$ cat config.mk
export PLATFORM = sky130hd
export DESIGN_NAME = execute_cycle
export DESIGN_NICKNAME = d
export VERILOG_FILES = /design/src/rtl/execute_cycle.sv
export SDC_FILE = /design/constraint.sdc
export NUM_CORES = 1
export LEC_CHECK = 0
export CORE_UTILIZATION = 25
export DETAILED_ROUTE_END_ITERATION = 10
export PLACE_DENSITY_LB_ADDON = 0.3
export REMOVE_ABC_BUFFERS = 1
export SYNTH_ARGS = -nofsm -noshare
export SYNTH_HDL_FRONTEND = slang
export SYNTH_SLANG_ARGS = --single-unit
$ cat constraint.sdc
create_clock -name clk -period 6.85 [get_ports clk]
set_clock_uncertainty 0.1 [all_clocks]
set_input_delay 0.685 -clock clk [delete_from_list [all_inputs] [get_ports clk]]
set_output_delay 0.685 -clock clk [all_outputs]
set_load 0.005 [all_outputs]
$ cat src/rtl/execute_cycle.sv
// Execute stage: operand forwarding, ALU, beq resolution and the
// EX/MEM pipeline register feeding the memory stage.
module execute_cycle #(
  parameter int DATA_WIDTH = 32,
  parameter int REG_ADDR_W = 5
) (
  input  logic                  clk,
  input  logic                  rst,
  input  logic                  RegWriteE,
  input  logic                  ALUSrcE,
  input  logic                  MemWriteE,
  input  logic                  ResultSrcE,
  input  logic                  BranchE,
  input  logic [2:0]            ALUControlE,
  input  logic [DATA_WIDTH-1:0] RD1_E,
  input  logic [DATA_WIDTH-1:0] RD2_E,
  input  logic [DATA_WIDTH-1:0] Imm_Ext_E,
  input  logic [REG_ADDR_W-1:0] RD_E,
  input  logic [DATA_WIDTH-1:0] PCE,
  input  logic [DATA_WIDTH-1:0] PCPlus4E,
  input  logic [DATA_WIDTH-1:0] ResultW,
  input  logic [1:0]            ForwardA_E,
  input  logic [1:0]            ForwardB_E,
  output logic                  PCSrcE,
  output logic [DATA_WIDTH-1:0] PCTargetE,
  output logic                  RegWriteM,
  output logic                  MemWriteM,
  output logic                  ResultSrcM,
  output logic [REG_ADDR_W-1:0] RD_M,
  output logic [DATA_WIDTH-1:0] ALU_ResultM,
  output logic [DATA_WIDTH-1:0] WriteDataM,
  output logic [DATA_WIDTH-1:0] PCPlus4M
);

  logic                  reg_write_q, reg_write_d;
  logic                  mem_write_q, mem_write_d;
  logic                  result_src_q, result_src_d;
  logic [REG_ADDR_W-1:0] rd_q, rd_d;
  logic [DATA_WIDTH-1:0] alu_q, alu_d;
  logic [DATA_WIDTH-1:0] wdata_q, wdata_d;
  logic [DATA_WIDTH-1:0] pc4_q, pc4_d;

  logic [DATA_WIDTH-1:0] src_a;
  logic [DATA_WIDTH-1:0] src_b;
  logic [DATA_WIDTH-1:0] write_data;
  logic                  lt;
  logic                  zero;

  // Select 10 reads the EX/MEM register, i.e. the previous instruction
  always_comb begin
    case (ForwardA_E)
      2'b01:   src_a = ResultW;
      2'b10:   src_a = alu_q;
      default: src_a = RD1_E;
    endcase
  end

  always_comb begin
    case (ForwardB_E)
      2'b01:   write_data = ResultW;
      2'b10:   write_data = alu_q;
      default: write_data = RD2_E;
    endcase
  end

  assign src_b = ALUSrcE ? Imm_Ext_E : write_data;
  assign lt    = $signed(src_a) < $signed(src_b);

  always_comb begin
    case (ALUControlE)
      3'b000:  alu_d = src_a + src_b;
      3'b001:  alu_d = src_a - src_b;
      3'b010:  alu_d = src_a & src_b;
      3'b011:  alu_d = src_a | src_b;
      3'b101:  alu_d = {{(DATA_WIDTH-1){1'b0}}, lt};
      default: alu_d = '0;
    endcase
  end

  assign zero      = (alu_d == '0);
  assign PCSrcE    = BranchE & zero;
  assign PCTargetE = PCE + Imm_Ext_E;

  assign reg_write_d  = RegWriteE;
  assign mem_write_d  = MemWriteE;
  assign result_src_d = ResultSrcE;
  assign rd_d         = RD_E;
  assign wdata_d      = write_data;
  assign pc4_d        = PCPlus4E;

  always_ff @(posedge clk) begin
    if (rst) begin
      reg_write_q  <= 1'b0;
      mem_write_q  <= 1'b0;
      result_src_q <= 1'b0;
      rd_q         <= '0;
      alu_q        <= '0;
      wdata_q      <= '0;
      pc4_q        <= '0;
    end else begin
      reg_write_q  <= reg_write_d;
      mem_write_q  <= mem_write_d;
      result_src_q <= result_src_d;
      rd_q         <= rd_d;
      alu_q        <= alu_d;
      wdata_q      <= wdata_d;
      pc4_q        <= pc4_d;
    end
  end

  assign RegWriteM   = reg_write_q;
  assign MemWriteM   = mem_write_q;
  assign ResultSrcM  = result_src_q;
  assign RD_M        = rd_q;
  assign ALU_ResultM = alu_q;
  assign WriteDataM  = wdata_q;
  assign PCPlus4M    = pc4_q;

endmodule

==> flow_summary.ini, run 1 <==
[timing]
fmax_mhz = 153.1
worst_pin_slew_ns = 0.9804
hold_viol = 0
finalCritPeriodShare = 0.9533
period_minus_slack_ns = 6.530
slew_headroom = 0.3440
finalSetupTns_ns = 0
setup_viol = 0
drv_slew = 0
grt_setup_unrepaired = no

[synthesis]
synth_seq_cells = 104
async_reset_ff_frac = 0
synth_edf_count = 0
syn_inst = 1478
syn_area_per_cell_um2 = 7.191
yosysUniqueCellTypes = 82
ys_dominant_reg_cell = dfxtp_1
synth.cell_area_mm2 = 0.01063
yosysWarnings = 0
synth_seq_area_share = 0.1959

[detailed_routing]
dr_total_vias = 12226
drc_errors = 0
vias_per_cell = 4.904
dr.pass1.iters = 5
drt.antenna.violating_nets = 0
wl_mm = 45.94
dr.first_iter.drc_count = 868
avgRoutedWirePerCell_um = 18.43

[critical_path]
crit_start = ForwardB_E[1]
cp.required_ns = 6.06
cp-end-kind = primary output
cp.arrival_ns = 5.74
critPathKind = in -> out
worst_setup_path_start_kind = input port
path_max_fanout = 28
r2r_start = ALU_ResultM[0]$_SDFF_PP0_

[cts]
htreeDepth = 3
clk_pin_slew_ns = 0.08
clk_latency_ns = 0.39
cts_root_buf = clkbuf_16
ctsHoldBuffers = 0
clock_sinks = 104
cts_buffer_depth = 2
cts_buffers = 9
cts_tree = yes

[floorplanning]
ios = 348
placementRows = 75
fp.dieArea_mm2 = 0.04335
coreArea_mm2 = 0.04195
die_h_um = 208.2
start_util = 0.2534
chipWidth_um = 208.2

[pwr]
peakVddDrop_v = 0.0001021
pwr-share-clk = 0.208
p_per_area_mw_per_mm2 = 175.2
seqPwrFrac = 0.233
p_leak_uw = 0.006990
combPwrFrac = 0.559
total_power_uw = 2877
power.switching_uw = 1132
internal_power_uw = 1745
p_sw_frac = 0.3933

[global_route]
grt_max_degree = 65
track_usage = 0.2086
grt_overflow = 0
first_global_vias = 12266
grt_antenna_before_repair = 1
grt_pass1_wl_mm = 70.66

[finish]
finalInstanceArea_mm2 = 0.01642
area_delta_synth_final_pct = 54.50
postLayoutCoreUtil = 0.3915
fin_nets = 2305
drive_above_1_share = 0.1342
final_cell_mix = 343 x clkdlybuf4s50_1, 192 x buf_4, 181 x nor2_1, 137 x ha_1, 130 x a21oi_1
finalNonFillerCells = 2493
layout_commonest_cell = clkdlybuf4s50_1

[placed_design]
dp.cells = 2471
dp_hpwl_mm = 37.49
numPortBuffers = 347
placed_area_mm2 = 0.01592
gp_congestion = 0.9479

[min_path]
worstHoldStart = ALU_ResultM[28]$_SDFF_PP0_
min_path_type = reg -> reg

[run]
cap_violations = 0

[run_status]
outcome = completed
kinds of logic (layout without fill, tap and decap cells):
kind of cell,count (synthesis),count (layout),share of synthesized area
simple gates,501,501,0.2218
compound gates,480,480,0.2909
buf+inv,190,665,0.06981
fa+ha+maj,146,146,0.1740
flops,104,104,0.1959
xor+xnor,52,52,0.04285
mux,5,5,0.004826
other cells,0,1,0
layout make-up:
class,count,area (um2)
clock inverter,7,101.3
fill,4381,25520
tap,539,674.4
clock buffer,9,225.2
timing repair buffer,543,4997
inverter,106,397.9
multi-input combinational,1184,7941
sequential,104,2082
antenna,1,2.502
routing by layer:
metal | track usage | wire, um | part of all wire | vias to the layer above
met5 | 0 | 0 | 0 | -
met4 | 0.04649 | 552 | 0.012 | 0
met3 | 0.03758 | 2147 | 0.047 | 29
met2 | 0.3557 | 21620 | 0.47 | 349
met1 | 0.2720 | 21620 | 0.47 | 5720
li1 | - | - | - | 6128
worst paths after layout:
path / endpoint / slack (ns) / cells past startpoint
hold / removal: WriteDataM[28]$_SDFF_PP0_ / 0.59 / 4
setup reg to reg: ALU_ResultM[28]$_SDFF_PP0_ / 2.36 / 21
setup / recovery: PCSrcE / 0.32 / 23
hold reg to reg: WriteDataM[28]$_SDFF_PP0_ / 0.59 / 4
synthesized netlist by cell type, drive strengths merged, types with 13 or more instances:
cell      n  area share
xnor2    39       0.032
nand3    21      0.0099
o21ai   114       0.054
buf      23       0.011
inv     106       0.037
nand2b   14      0.0082
clkbuf   61       0.022
a21o     30       0.021
dfxtp   104        0.20
nand2   129       0.046
a22oi    65       0.046
nor2b    70       0.041
a21oi   131       0.062
nor3     27       0.013
nor2    181       0.064
a211oi   35       0.026
xor2     13       0.011
ha      143        0.17
registers in the layout, summed over array words and instances (netlist names):
signal / cells
MemWriteM: 1
PCPlus4M: 32
WriteDataM: 32
RegWriteM: 1
RD_M: 5
ResultSrcM: 1
ALU_ResultM: 32
critical path, stage by stage:
cell and delay, ns:
clkdlybuf4s50_1 0.49, buf_4 0.11, ha_2 0.28, buf_4 0.18, buf_12 0.16, nor2_1 0.11, a21oi_1 0.05, o21ai_0 0.28
buf_4 0.18, inv_1 0.05, ha_1 0.30, nor4_2 0.42, a211oi_1 0.15, nor2_1 0.14, xnor2_1 0.13, o22ai_1 0.17
nor4_2 0.38, nand4_1 0.22, nor4_2 0.36, nand4_1 0.18, nor4_2 0.33, and4_1 0.21, dlymetal6s2s_1 0.17
what timing repair did:
action                     4_1_cts  5_1_grt
gates cloned                     0        0
setup endpoints to repair        1        1
pin swaps                        7        9
setup buffers                    2        3
gates resized for setup         19       11
stage by stage:
| stage | hold WS (ns) | setup slack, ns |
|---|---|---|
| after global routing | 0.6525 | 0.01769 |
| after CTS | 0.5875 | 0.008244 |
| final | 0.5908 | 0.3202 |
| after detailed placement | 0.5746 | -0.5113 |
| after floorplan | 0.5504 | 0.7379 |
| after global placement | 0.5664 | -0.5404 |
power by group through the flow:
stage	Combinational [uW]	Clock, uW	Sequential [uW]
CTS	1600	623	671
detailed placement	1570	0	684
floorplan	761	0	685
global placement	1570	0	683
global route	1760	638	675
finish	1610	599	670
No activity file was read; power rests on OpenSTA's default activity.
==> inputs of run 2 (changes only) <==
- SLEW_MARGIN: default -> 20
==> results of run 2 <==
The final DEF is identical to that of run 1; final timing and power are the same.
==> inputs of run 3 (changes only) <==
- SLEW_MARGIN: 20 -> default
==> results of run 3 <==
The final DEF is identical to that of run 1; final timing and power are the same.
